===== config.mk =====
export PLATFORM = sky130hd
export DESIGN_NAME = pwe_burst_gen_flat
export DESIGN_NICKNAME = d
export VERILOG_FILES = /design/src/rtl/pwe_pkg.sv /design/src/rtl/pwe_burst_gen_if.sv /design/src/rtl/pwe_cnt.sv /design/src/rtl/pwe_burst_gen.sv /design/src/flat_wrapper.sv
export SDC_FILE = /design/constraint.sdc
export NUM_CORES = 1
export LEC_CHECK = 0
export BUFFER_PORTS_ARGS = -buffer_cell sky130_fd_sc_hd__buf_2
export CAP_MARGIN = 25
export CELL_PAD_IN_SITES_DETAIL_PLACEMENT = 0
export CELL_PAD_IN_SITES_GLOBAL_PLACEMENT = 2
export CORE_MARGIN = 5
export CORE_UTILIZATION = 30
export CTS_BUF_LIST = sky130_fd_sc_hd__clkbuf_16
export CTS_CLUSTER_DIAMETER = 80
export DETAILED_ROUTE_END_ITERATION = 8
export GPL_TIMING_DRIVEN = 0
export MAX_ROUTING_LAYER = met4
export PLACE_DENSITY = 0.86
export SYNTH_ARGS = -nofsm -noshare
export SYNTH_HDL_FRONTEND = slang
export SYNTH_HIERARCHICAL = 1
export SYNTH_SLANG_ARGS = --single-unit

===== constraint.sdc =====
create_clock -name clk -period 2.65 [get_ports clk]
set_input_delay 0.3975 -clock clk [delete_from_list [all_inputs] [get_ports clk]]
set_output_delay 0.3975 -clock clk [all_outputs]
set_load 0.03 [all_outputs]

===== src/rtl/pwe_pkg.sv =====
// Shared types and constants for the pulse-width burst engine.
package pwe_pkg;

  localparam int unsigned DefaultW  = 8;
  localparam int unsigned DefaultNW = 4;

  localparam logic [1:0] MODE_ONESHOT = 2'd0;
  localparam logic [1:0] MODE_BURST   = 2'd1;
  localparam logic [1:0] MODE_CONT    = 2'd2;

  typedef enum logic [1:0] {
    StIdle,
    StHigh,
    StLow,
    StDone
  } pwe_state_t;

endpackage


===== src/rtl/pwe_burst_gen_if.sv =====
// Control and status bundle between the pin mapper (master) and the engine (slave).
interface pwe_burst_gen_if #(
  parameter int unsigned W  = 8,
  parameter int unsigned NW = 4
) ();

  logic          enable;
  logic          start;
  logic          stop;
  logic          abort;
  logic [1:0]    mode;
  logic [W-1:0]  width;
  logic [W-1:0]  gap;
  logic [NW-1:0] count;
  logic          pulse_out;
  logic          busy;
  logic          done;
  logic [NW-1:0] pulse_cnt;

  modport master (
    output enable, start, stop, abort, mode, width, gap, count,
    input  pulse_out, busy, done, pulse_cnt
  );

  modport slave (
    input  enable, start, stop, abort, mode, width, gap, count,
    output pulse_out, busy, done, pulse_cnt
  );

endinterface


===== src/rtl/pwe_cnt.sv =====
// Loadable down-counter that saturates at zero; load wins over decrement.
module pwe_cnt #(
  parameter int unsigned W = 8
) (
  input  logic         clk,
  input  logic         rst_n,
  input  logic         load_i,
  input  logic [W-1:0] value_i,
  input  logic         dec_i,
  output logic [W-1:0] q_o,
  output logic         zero_o
);

  logic [W-1:0] q_q, q_d;

  always_comb begin
    q_d = q_q;
    if (load_i) begin
      q_d = value_i;
    end else if (dec_i && (q_q != '0)) begin
      q_d = q_q - W'(1);
    end
  end

  always_ff @(posedge clk) begin
    if (!rst_n) begin
      q_q <= '0;
    end else begin
      q_q <= q_d;
    end
  end

  assign q_o    = q_q;
  assign zero_o = (q_q == '0);

endmodule


===== src/rtl/pwe_burst_gen.sv =====
// Pulse-width engine: one-shot, burst and continuous pulse trains with stop/abort.
module pwe_burst_gen
  import pwe_pkg::*;
#(
  parameter int unsigned W  = DefaultW,
  parameter int unsigned NW = DefaultNW
) (
  input logic             clk,
  input logic             rst_n,
  pwe_burst_gen_if.slave  bus
);

  pwe_state_t    state_q, state_d;
  logic [1:0]    mode_q;
  logic [W-1:0]  width_q, gap_q;
  logic [NW-1:0] pulse_cnt_q;
  logic          stop_q, stop_d;

  logic          latch, cnt_clr, cnt_inc, stop_seen;
  logic          ph_load, ph_dec, ph_zero;
  logic [W-1:0]  ph_value, ph_q;
  logic          bst_load, bst_dec, bst_zero;
  logic [NW-1:0] bst_value, bst_q;
  logic [W-1:0]  gap_len_m1;
  logic          unused_q;

  // Counter values only matter through their zero flags.
  assign unused_q = ^{ph_q, bst_q};

  // A zero gap still yields one LOW cycle so pulses never merge.
  assign gap_len_m1 = (gap_q == '0) ? '0 : gap_q - W'(1);
  assign stop_seen  = stop_q | bus.stop;

  pwe_cnt #(.W(W)) u_phase_cnt (
    .clk     (clk),
    .rst_n   (rst_n),
    .load_i  (ph_load),
    .value_i (ph_value),
    .dec_i   (ph_dec),
    .q_o     (ph_q),
    .zero_o  (ph_zero)
  );

  pwe_cnt #(.W(NW)) u_burst_cnt (
    .clk     (clk),
    .rst_n   (rst_n),
    .load_i  (bst_load),
    .value_i (bst_value),
    .dec_i   (bst_dec),
    .q_o     (bst_q),
    .zero_o  (bst_zero)
  );

  always_comb begin
    state_d   = state_q;
    stop_d    = stop_q;
    latch     = 1'b0;
    cnt_clr   = 1'b0;
    cnt_inc   = 1'b0;
    ph_load   = 1'b0;
    ph_value  = '0;
    ph_dec    = 1'b0;
    bst_load  = 1'b0;
    bst_value = '0;
    bst_dec   = 1'b0;

    if ((state_q != StIdle) && bus.abort) begin
      state_d = StIdle;
    end else begin
      unique case (state_q)
        StIdle: begin
          stop_d = 1'b0;
          if (bus.start && bus.enable && !bus.abort) begin
            latch     = 1'b1;
            cnt_clr   = 1'b1;
            ph_load   = 1'b1;
            ph_value  = bus.width - W'(1);
            bst_load  = 1'b1;
            bst_value = (bus.count == '0) ? '0 : bus.count - NW'(1);
            state_d   = (bus.width == '0) ? StDone : StHigh;
          end
        end
        StHigh: begin
          stop_d = stop_seen;
          if (ph_zero) begin
            cnt_inc = 1'b1;
            if (stop_seen) begin
              state_d = StDone;
            end else begin
              case (mode_q)
                MODE_BURST: begin
                  if (bst_zero) begin
                    state_d = StDone;
                  end else begin
                    bst_dec  = 1'b1;
                    ph_load  = 1'b1;
                    ph_value = gap_len_m1;
                    state_d  = StLow;
                  end
                end
                MODE_CONT: begin
                  ph_load  = 1'b1;
                  ph_value = gap_len_m1;
                  state_d  = StLow;
                end
                default: state_d = StDone;
              endcase
            end
          end else begin
            ph_dec = 1'b1;
          end
        end
        StLow: begin
          stop_d = stop_seen;
          if (stop_seen) begin
            state_d = StDone;
          end else if (ph_zero) begin
            ph_load  = 1'b1;
            ph_value = width_q - W'(1);
            state_d  = StHigh;
          end else begin
            ph_dec = 1'b1;
          end
        end
        StDone: state_d = StIdle;
        default: state_d = StIdle;
      endcase
    end
  end

  always_ff @(posedge clk) begin
    if (!rst_n) begin
      state_q     <= StIdle;
      stop_q      <= 1'b0;
      mode_q      <= MODE_ONESHOT;
      width_q     <= '0;
      gap_q       <= '0;
      pulse_cnt_q <= '0;
    end else begin
      state_q <= state_d;
      stop_q  <= stop_d;
      if (latch) begin
        mode_q  <= bus.mode;
        width_q <= bus.width;
        gap_q   <= bus.gap;
      end
      if (cnt_clr) begin
        pulse_cnt_q <= '0;
      end else if (cnt_inc) begin
        pulse_cnt_q <= pulse_cnt_q + NW'(1);
      end
    end
  end

  assign bus.pulse_out = (state_q == StHigh);
  assign bus.busy      = (state_q != StIdle);
  assign bus.done      = (state_q == StDone);
  assign bus.pulse_cnt = pulse_cnt_q;

endmodule


===== src/flat_wrapper.sv =====
// flat-port wrapper written by rule: the top's interface ports become plain ports
module pwe_burst_gen_flat import pwe_pkg::*;
#(
  parameter int unsigned W  = DefaultW,
  parameter int unsigned NW = DefaultNW
)
  (clk, rst_n, bus_enable, bus_start, bus_stop, bus_abort, bus_mode, bus_width, bus_gap, bus_count, bus_pulse_out, bus_busy, bus_done, bus_pulse_cnt);
  pwe_burst_gen_if #(.W(W), .NW(NW)) bus_i ();
  input logic clk;
  input logic rst_n;
  input wire logic [$bits(bus_i.enable)-1:0] bus_enable;
  input wire logic [$bits(bus_i.start)-1:0] bus_start;
  input wire logic [$bits(bus_i.stop)-1:0] bus_stop;
  input wire logic [$bits(bus_i.abort)-1:0] bus_abort;
  input wire logic [$bits(bus_i.mode)-1:0] bus_mode;
  input wire logic [$bits(bus_i.width)-1:0] bus_width;
  input wire logic [$bits(bus_i.gap)-1:0] bus_gap;
  input wire logic [$bits(bus_i.count)-1:0] bus_count;
  output wire logic [$bits(bus_i.pulse_out)-1:0] bus_pulse_out;
  output wire logic [$bits(bus_i.busy)-1:0] bus_busy;
  output wire logic [$bits(bus_i.done)-1:0] bus_done;
  output wire logic [$bits(bus_i.pulse_cnt)-1:0] bus_pulse_cnt;
  assign bus_i.enable = bus_enable;
  assign bus_i.start = bus_start;
  assign bus_i.stop = bus_stop;
  assign bus_i.abort = bus_abort;
  assign bus_i.mode = bus_mode;
  assign bus_i.width = bus_width;
  assign bus_i.gap = bus_gap;
  assign bus_i.count = bus_count;
  assign bus_pulse_out = bus_i.pulse_out;
  assign bus_busy = bus_i.busy;
  assign bus_done = bus_i.done;
  assign bus_pulse_cnt = bus_i.pulse_cnt;
  pwe_burst_gen #(.W(W), .NW(NW)) u_core (.clk(clk), .rst_n(rst_n), .bus(bus_i));
endmodule

# Word-level counts from Yosys, hierarchy flattened
# Cells that the tools add are included.
# totals
ff_bits	37
input_bits	28
word_cells	99
# op_classes
n_addsub	7
eq_ne	8
mux	50
n_bitwise	3
reduce_logical	23
# op_table
op	count
$mux 8	10
$sub 8x1->8 const B	4
$logic_not 8->1	3
$mux 4	6
$pmux 8 s3	1
$mux 1	20
$pmux 8 s2	1
$mux 2	6
$logic_not 4->1	2
$pmux 1 s2	4
$pmux 2 s4	1
$reduce_bool 2->1	4
$reduce_bool 8->1	1
$sub 4x1->4 const B	2
$eq 2x2->1 const B	3
$reduce_or 2->1	3
$logic_and 1x1->1	5
$add 4x1->4 const B	1
$eq 2x1->1 const B	2
$ne 2x1->1 const B	2
$reduce_bool 4->1	1
$ne 3x1->1 const B	1
$pmux 1 s3	1
$reduce_and 3->1	1
other kinds (5)	6

# Depth between registers and ports, before layout
# Gate-level depths: netlist of the first run.
# depth
depth_word	10
mapped_depth	12

# Hierarchy
# The synthesis of the first run kept the hierarchy.
# modules_own_cells
mod	instances	cells_per_inst	area_per_inst_um2	seq_area_each_um2
pwe_burst_gen	1	244	1844.3	500.5
pwe_cnt (u_core.u_phase_cnt)	1	59	511.7	160.2
pwe_cnt (u_core.u_burst_cnt)	1	31	256.5	80.1

# Least setup slack after synthesis of the first run
# No wires, ideal clock.
# synth_timing
kind	register to register
startpoint	register u_core.u_phase_cnt.q_q[2] (netlist: u_core/u_phase_cnt/q_o[2])
endpoint	register u_core.u_phase_cnt.q_q[2] (netlist: u_core/u_phase_cnt/q_o[2])
setup_time_ns	0.115
arrival_ns	2.702
required_ns	2.535
setup_slack_ns	-0.167
path_stages_with_launch	11
path_buffers	1
synth_period_minus_slack_ns	2.817
path_cell_list	dfxtp_1 or4_4 nor4_1 and3b_1 o211ai_1 a31oi_1 clkbuf_1 nor3b_1 a21oi_1 o31ai_1 and2_1
# synth_lines
element	line	rtl
start: declaration	pwe_cnt.sv:14	logic [W-1:0] q_q, q_d;
start signal: assignment	pwe_cnt.sv:29	q_q <= q_d;
$logic_not 8->1 *	pwe_cnt.sv:34	assign zero_o = (q_q == '0);
net u_core.ph_zero	pwe_burst_gen.sv:20	logic ph_load, ph_dec, ph_zero;
$mux 1	pwe_burst_gen.sv:117	end else if (ph_zero) begin
$mux 1	pwe_burst_gen.sv:115	if (stop_seen) begin
$pmux 1 s3 *	pwe_burst_gen.sv:70	unique case (state_q)
$mux 1 *	pwe_burst_gen.sv:67	if ((state_q != StIdle) && bus.abort) begin
net u_core.ph_load	pwe_burst_gen.sv:20	
$mux 8 or $reduce_bool 2->1 (tied branches)	--	
# Mark *: on every way through the listed nets, which the timed path passes. The rest lies on a longest branch. The select of a mux whose other input is x is not followed.
# A chain may end at the register's enable or synchronous reset.

# Worst setup path after layout of the first run
# layout_timing
startpoint	register u_core.u_burst_cnt.q_q[0] (netlist: u_core/u_burst_cnt/q_o[0])
endpoint	register u_core.u_phase_cnt.q_q[4] (netlist: u_core/u_phase_cnt/q_o[4])
# layout_via
elab_chain_len	8
# layout_rtl
element	line	rtl
start: declaration	pwe_cnt.sv:14	
start signal: assignment	pwe_cnt.sv:29	
$logic_not 4->1	pwe_cnt.sv:34	
net u_core.bst_zero	pwe_burst_gen.sv:22	logic bst_load, bst_dec, bst_zero;
$mux 8	pwe_burst_gen.sv:92	if (bst_zero) begin
$pmux 8 s2	pwe_burst_gen.sv:90	case (mode_q)
$mux 8	pwe_burst_gen.sv:87	if (stop_seen) begin
$mux 8	pwe_burst_gen.sv:85	if (ph_zero) begin
$pmux 8 s3	pwe_burst_gen.sv:70	
$mux 8	pwe_burst_gen.sv:67	
net u_core.ph_value[4]	pwe_burst_gen.sv:21	logic [W-1:0] ph_value, ph_q;
$mux 8	pwe_cnt.sv:18	if (load_i) begin
# The timed path passes the listed nets, and every way through them passes these cells.

==> impl_metrics.env, run 1 <==
export IMPL_place_area_um2=2920
export IMPL_ioPinCount=35
export IMPL_cp_arrival_ns=2.72
export IMPL_cp_top_family="compound AO/OA/AOI/OAI gates"
export IMPL_max_slew_margin_pct=50.5
export IMPL_critPathMaxFanout=6
export IMPL_period_share_pct=96.1
export IMPL_initial_core_util_pct=30.4
export IMPL_start_kind="flip-flop"
export IMPL_final_hold_viol_count=0
export IMPL_synth_edf_count=0
export IMPL_seqCellArea_um2=747
export IMPL_synth_fp_nets=379
export IMPL_dieArea_um2=10700
export IMPL_endpoint_kind="flip-flop"
export IMPL_nets=433
export IMPL_place_congestion=0.800
export IMPL_core_um2=8590
export IMPL_grt_antenna_before_repair=0
export IMPL_multi_input_area_um2=1740
export IMPL_p_per_area_nw_per_um2=745
export IMPL_ant_nets=0
export IMPL_cts_buffers=5
export IMPL_port_buffers=34
export IMPL_vias=2494
export IMPL_peakVddDrop_mv=0.258
export IMPL_async_flop_share_pct=0
export IMPL_finalCriticalPeriod_ns=2.55
export IMPL_fill_cells=896
export IMPL_yosys_area_share_adder_pct=8.14
export IMPL_crit_chain="inv_2, ha_4, or3b_4, inv_4, nor2b_1, o211ai_1, a31oi_4, a222oi_1, nor2_1, a21oi_1, o31ai_1, and2_1"
export IMPL_synth_seq_cells=37
export IMPL_synthCells=334
export IMPL_crit_buf_inv=2
export IMPL_dp_hpwl_um=5180
export IMPL_wl_per_cell_um=13.7
export IMPL_hold_ws_ns=0.350
export IMPL_rows=34
export IMPL_cts_buffer_depth=2
export IMPL_synth_simple_area_share_pct=27.2
export IMPL_ys_warn_count=6
export IMPL_syn2layout_area_growth_pct=24.4
export IMPL_p_total_mw=2.42
export IMPL_die_h_um=103
export IMPL_htreeDepth=2
export IMPL_critPathKind="reg -> reg"
export IMPL_finalWirelength_um=6820
export IMPL_path_clk_slew_ns=0.06
export IMPL_skew_ns=0.00430
export IMPL_maxSlewViolCount=0
export IMPL_first_iter_violations=86
export IMPL_ys_seq_area_share_pct=28.4
export IMPL_final_area_um2=3250
export IMPL_syn_area_um2=2610
export IMPL_r2r_slack_ns=0.10
export IMPL_finalSetupViolCount=0
export IMPL_drt_pass1_iterations=4
export IMPL_synth_cell_types=62
export IMPL_synth_xor_area_share_pct=6.70
export IMPL_synth_compound_area_share_pct=21.6
export IMPL_overflow=0
export IMPL_maxCapViolCount=0
export IMPL_clock_tree_root_cell="clkbuf_16"
export IMPL_hold_class="in -> reg"
export IMPL_synth_top_family_by_area="simple AND/OR/NAND/NOR gates"
export IMPL_cp_data_required_time_ns=2.83
export IMPL_cts_sinks=37
export IMPL_max_stage_delay_ns=0.41
export IMPL_rsz0062_at_grt="yes"
export IMPL_via_per_inst=5.02
export IMPL_track_usage_pct=13.8
export IMPL_grt_pass1_wl_um=11300
export IMPL_die_width_um=103
export IMPL_fmax_ghz=0.392
export IMPL_n_antenna_cell=0
export IMPL_grt_max_degree=14
export IMPL_synthMuxAreaShare_pct=1.15
export IMPL_cts_tree="built"
export IMPL_cts_hold_buffers=0
export IMPL_drive_gt1_share_pct=23.7
export IMPL_leakagePower_nw=1.33
export IMPL_cp_slowest_cell="or3b_4"
export IMPL_grt_pass1_vias=2325
export IMPL_synth_flop_cell="dfxtp_1"
export IMPL_status="finished, final reports clean"
export IMPL_worstMarginPinSlew_ns=0.735
export IMPL_avgSynthCellArea_um2=7.82
export IMPL_drc=0
export IMPL_clock_latency_ns=0.28
## cell type report
cell class	instances	area share (%)
buffer	11	2.23
multi-input combinational	258	53.4
inverter	27	3.46
timing repair buffer	48	8.47
tap	108	4.16
clock inverter	3	1.42
clock buffer	5	3.85
sequential	37	23.0
## registers in the layout, indices dropped and copies added (netlist names)
name and cells:
u_core/bus.pulse_cnt 4, u_core/gap_q 8, u_core/mode_q 2, u_core/state_q 2, u_core/stop_q 1, u_core/u_burst_cnt/q_o 4
u_core/u_phase_cnt/q_o 8, u_core/width_q 8
## layout by cell type (no fill, tap or decap), types with 3 or more instances in the layout
cell        n
ha_1       15
nor2_1     28
nand2b_1    7
buf_6       3
a222oi_1    4
and3_1      3
inv_2       4
inv_1      20
nor3_1      6
o31ai_1     6
dfxtp_2     5
nand2_1    58
nand3_1     7
or3_1       3
clkbuf_1    3
nand4_1     3
buf_4      16
xnor2_1    12
o21ai_1     5
xor2_1      8
dfxtp_1    32
a21oi_1    15
a21boi_1   18
buf_2      35
o21ai_0     7
clkbuf_16   5
or4_1       4
mux2i_1     3
a31oi_1     3
## through the flow
| step | util (%) | TNS, ns | cells | setup slack [ns] |
|---|---|---|---|---|
| 6_report | 37.8 | 0 | 497 | 0.102 |
| 2_1_floorplan | - | 0 | 334 | 0.0480 |
| 3_5_place_dp | 34.0 | -4.21 | 476 | -0.557 |
| 5_1_grt | 37.8 | -0.0166 | 497 | -0.00921 |
| 3_3_place_gp | 34.0 | -3.73 | 476 | -0.523 |
| 4_1_cts | 36.7 | 0 | 489 | 0.00379 |
## power breakdown
| part | switching [mW] | internal [mW] |
|---|---|---|
| Sequential | 0.0827 | 0.628 |
| Combinational | 0.565 | 0.454 |
| Clock | 0.246 | 0.445 |
## cells by family after synthesis
kind of cell / Yosys count
muxes: 3
adders and majority gates: 17
DFF: 37
and+or+nand+nor: 141
AOI/OAI and AO/OA: 77
xor gates and xnor gates: 20
buffers and inverters: 39
## metal layers
metal / global-route usage [%] / vias up / share of wire, %
li1: - / 1275 / -
met1: 18.6 / 1170 / 50
met2: 21.1 / 41 / 45
met3: 2.35 / 8 / 3.8
met4: 4.08 / 0 / 1.4
met5: - / - / 0
## worst min-delay path: cells and delay by family
family | cells | cell delay, ns
simple gates | 1 | 0.05
buf+inv | 1 | 0.09
compound gates | 1 | 0.05
## path summary, 6_finish.rpt
| path | startpoint | to | cells after the start |
|---|---|---|---|
| setup / recovery | u_core/u_burst_cnt/q_o[0] | u_core/u_phase_cnt/q_o[4] | 12 |
| setup reg to reg | u_core/u_burst_cnt/q_o[0] | u_core/u_phase_cnt/q_o[4] | 12 |
| hold / removal | bus_gap[7] | u_core/gap_q[7] | 3 |
| hold reg to reg | u_core/width_q[7] | u_core/width_q[7] | 2 |
## timing repair
item	CTS	global route
endpoints found under the setup margin	12	9
setup buffers	6	8
gates resized for setup	8	16
pin swaps	3	9
## cells in the mapped netlist, types with 4 or more instances
cell	count	area, um^2
nand2b_1	7	43.8
and3_1	4	25.0
nand3_1	7	35.0
o31ai_1	6	45.0
nor3_1	6	30.0
a21boi_1	18	135
a222oi_1	4	40.0
or4_1	4	30.0
nand2_1	58	218
inv_1	24	90.1
a21oi_1	15	75.1
o21ai_0	11	55.1
xnor2_1	12	105
nor2_1	28	105
dfxtp_1	37	741
ha_1	17	213
clkbuf_1	5	18.8
xor2_1	8	70.1
(Power assumes the default switching activity.)
==> run 2: changes to the inputs <==
- CORE_UTILIZATION: 30 -> 32
- CTS_BUF_LIST: sky130_fd_sc_hd__clkbuf_16 -> sky130_fd_sc_hd__clkbuf_8
- PLACE_DENSITY: 0.86 -> 0.9
==> run 2 against run 1 <==
  * Clock power is 24% lower
  * First-iteration DRC count is 16% higher
  * Hold slack worse by 0.0099 ns
  * Clock skew is 0.0012 ns higher
  * Flip-flop and latch count stayed put
  * Non-clock buffer count is 5 lower
==> impl_metrics.env, run 2 (synthesized netlist as in run 1, its figures left out) <==
export IMPL_multi_input_area_um2=1750
export IMPL_syn2layout_area_growth_pct=21.6
export IMPL_peakVddDrop_mv=0.220
export IMPL_rsz0062_at_grt="yes"
export IMPL_drive_gt1_share_pct=22.9
export IMPL_grt_max_degree=13
export IMPL_cts_buffers=5
export IMPL_skew_ns=0.00551
export IMPL_p_per_area_nw_per_um2=717
export IMPL_grt_antenna_before_repair=0
export IMPL_max_slew_margin_pct=52.7
export IMPL_wl_per_cell_um=13.7
export IMPL_ioPinCount=35
export IMPL_overflow=0
export IMPL_finalWirelength_um=6690
export IMPL_fmax_ghz=0.387
export IMPL_cp_data_required_time_ns=2.84
export IMPL_cts_buffer_depth=2
export IMPL_cp_arrival_ns=2.77
export IMPL_leakagePower_nw=1.29
export IMPL_p_total_mw=2.28
export IMPL_finalCriticalPeriod_ns=2.59
export IMPL_final_cell_mix="58 x nand2_1, 35 x buf_2, 34 x dfxtp_1, 28 x nor2_1, 20 x inv_1"
export IMPL_via_per_inst=5.02
export IMPL_seqCellArea_um2=744
export IMPL_critPathKind="reg -> reg"
export IMPL_first_iter_violations=100
export IMPL_vias=2456
export IMPL_ant_nets=0
export IMPL_finalSetupViolCount=0
export IMPL_htreeDepth=2
export IMPL_layout_cells_most_common="nand2_1"
export IMPL_cts_sinks=37
export IMPL_n_antenna_cell=0
export IMPL_initial_core_util_pct=32.3
export IMPL_nets=428
export IMPL_drc=0
export IMPL_cts_tree="built"
export IMPL_dieArea_um2=10100
export IMPL_rows=33
export IMPL_grt_pass1_vias=2314
export IMPL_endpoint_kind="flip-flop"
export IMPL_status="finished, final reports clean"
export IMPL_final_area_um2=3180
export IMPL_period_share_pct=97.6
export IMPL_worstMarginPinSlew_ns=0.703
export IMPL_dp_hpwl_um=5120
export IMPL_track_usage_pct=13.8
export IMPL_die_h_um=100
export IMPL_path_clk_slew_ns=0.08
export IMPL_cts_hold_buffers=0
export IMPL_final_hold_viol_count=0
export IMPL_maxCapViolCount=0
export IMPL_place_congestion=0.785
export IMPL_grt_pass1_wl_um=11000
export IMPL_clock_tree_root_cell="clkbuf_8"
export IMPL_die_width_um=100
export IMPL_start_kind="flip-flop"
export IMPL_critPathMaxFanout=8
export IMPL_drt_pass1_iterations=5
export IMPL_hold_ws_ns=0.340
export IMPL_clock_latency_ns=0.29
export IMPL_fill_cells=891
export IMPL_setup_tns_final_ns=0
export IMPL_place_area_um2=2920
export IMPL_maxSlewViolCount=0
export IMPL_core_um2=8090
export IMPL_hold_class="in -> reg"
export IMPL_port_buffers=34
[run 2: cell types whose count changed in the layout (fill, tap and decap cells not counted), sizes merged]
cell / delta
buf: -5
clkbuf: +1
inv: -1
[run 2: worst max-delay path: stages, from the launching register on]
cell and delay, ns:
dfxtp_2 0.34, or4_4 0.55, nor4_4 0.26, and3b_1 0.22, o211ai_1 0.17, a31oi_1 0.28
buf_4 0.20, clkinvlp_4 0.19, o21ai_1 0.20, a21oi_1 0.06
[run 2: what timing repair did]
action,CTS,global route
buffers inserted,6,3
gates resized for setup,9,18
pin swaps,3,12
endpoints found under the setup margin,12,9
[run 2: final timing paths]
| kind | slack (ns) | endpoint | start | cells past startpoint |
|---|---|---|---|---|
| min | 0.34 | u_core/mode_q[1] | bus_mode[1] | 3 |
| max | 0.06 | u_core/u_phase_cnt/q_o[6] | u_core/u_phase_cnt/q_o[3] | 9 |
| min reg2reg | 0.47 | u_core/width_q[7] | u_core/width_q[7] | 2 |
| max reg2reg | 0.06 | u_core/u_phase_cnt/q_o[6] | u_core/u_phase_cnt/q_o[3] | 9 |
[run 2: area by class of cell]
| cell class | count | share of cell area, % |
|---|---|---|
| inverter | 27 | 3.51 |
| sequential | 37 | 23.4 |
| tap | 105 | 4.14 |
| clock inverter | 2 | 1.18 |
| multi-input combinational | 258 | 55.1 |
| clock buffer | 6 | 2.60 |
| buffer | 11 | 2.28 |
| timing repair buffer | 43 | 7.72 |
[run 2: where the power goes]
part | internal (mW) | total, mW | switching [mW]
Combinational | 0.465 | 1.04 | 0.574
Sequential | 0.627 | 0.715 | 0.0875
Clock | 0.306 | 0.524 | 0.218
[run 2: metal layers]
metal  vias up  global-route usage (%)  wire, um
met5         -                       -         0
met4         0                    3.73        48
met3         4                    2.57       284
met2        37                    21.5      3090
met1      1150                    18.5      3260
li1       1265                       -         -
[run 2: through the flow]
step                std cells  util, %  worst slack (ns)
finish                    489     39.3            0.0642
global route              489     39.3           -0.0691
CTS                       486     38.3            0.0290
detailed placement        473     36.1            -0.523
global placement          473     36.1            -0.535
floorplan                 334        -            0.0480
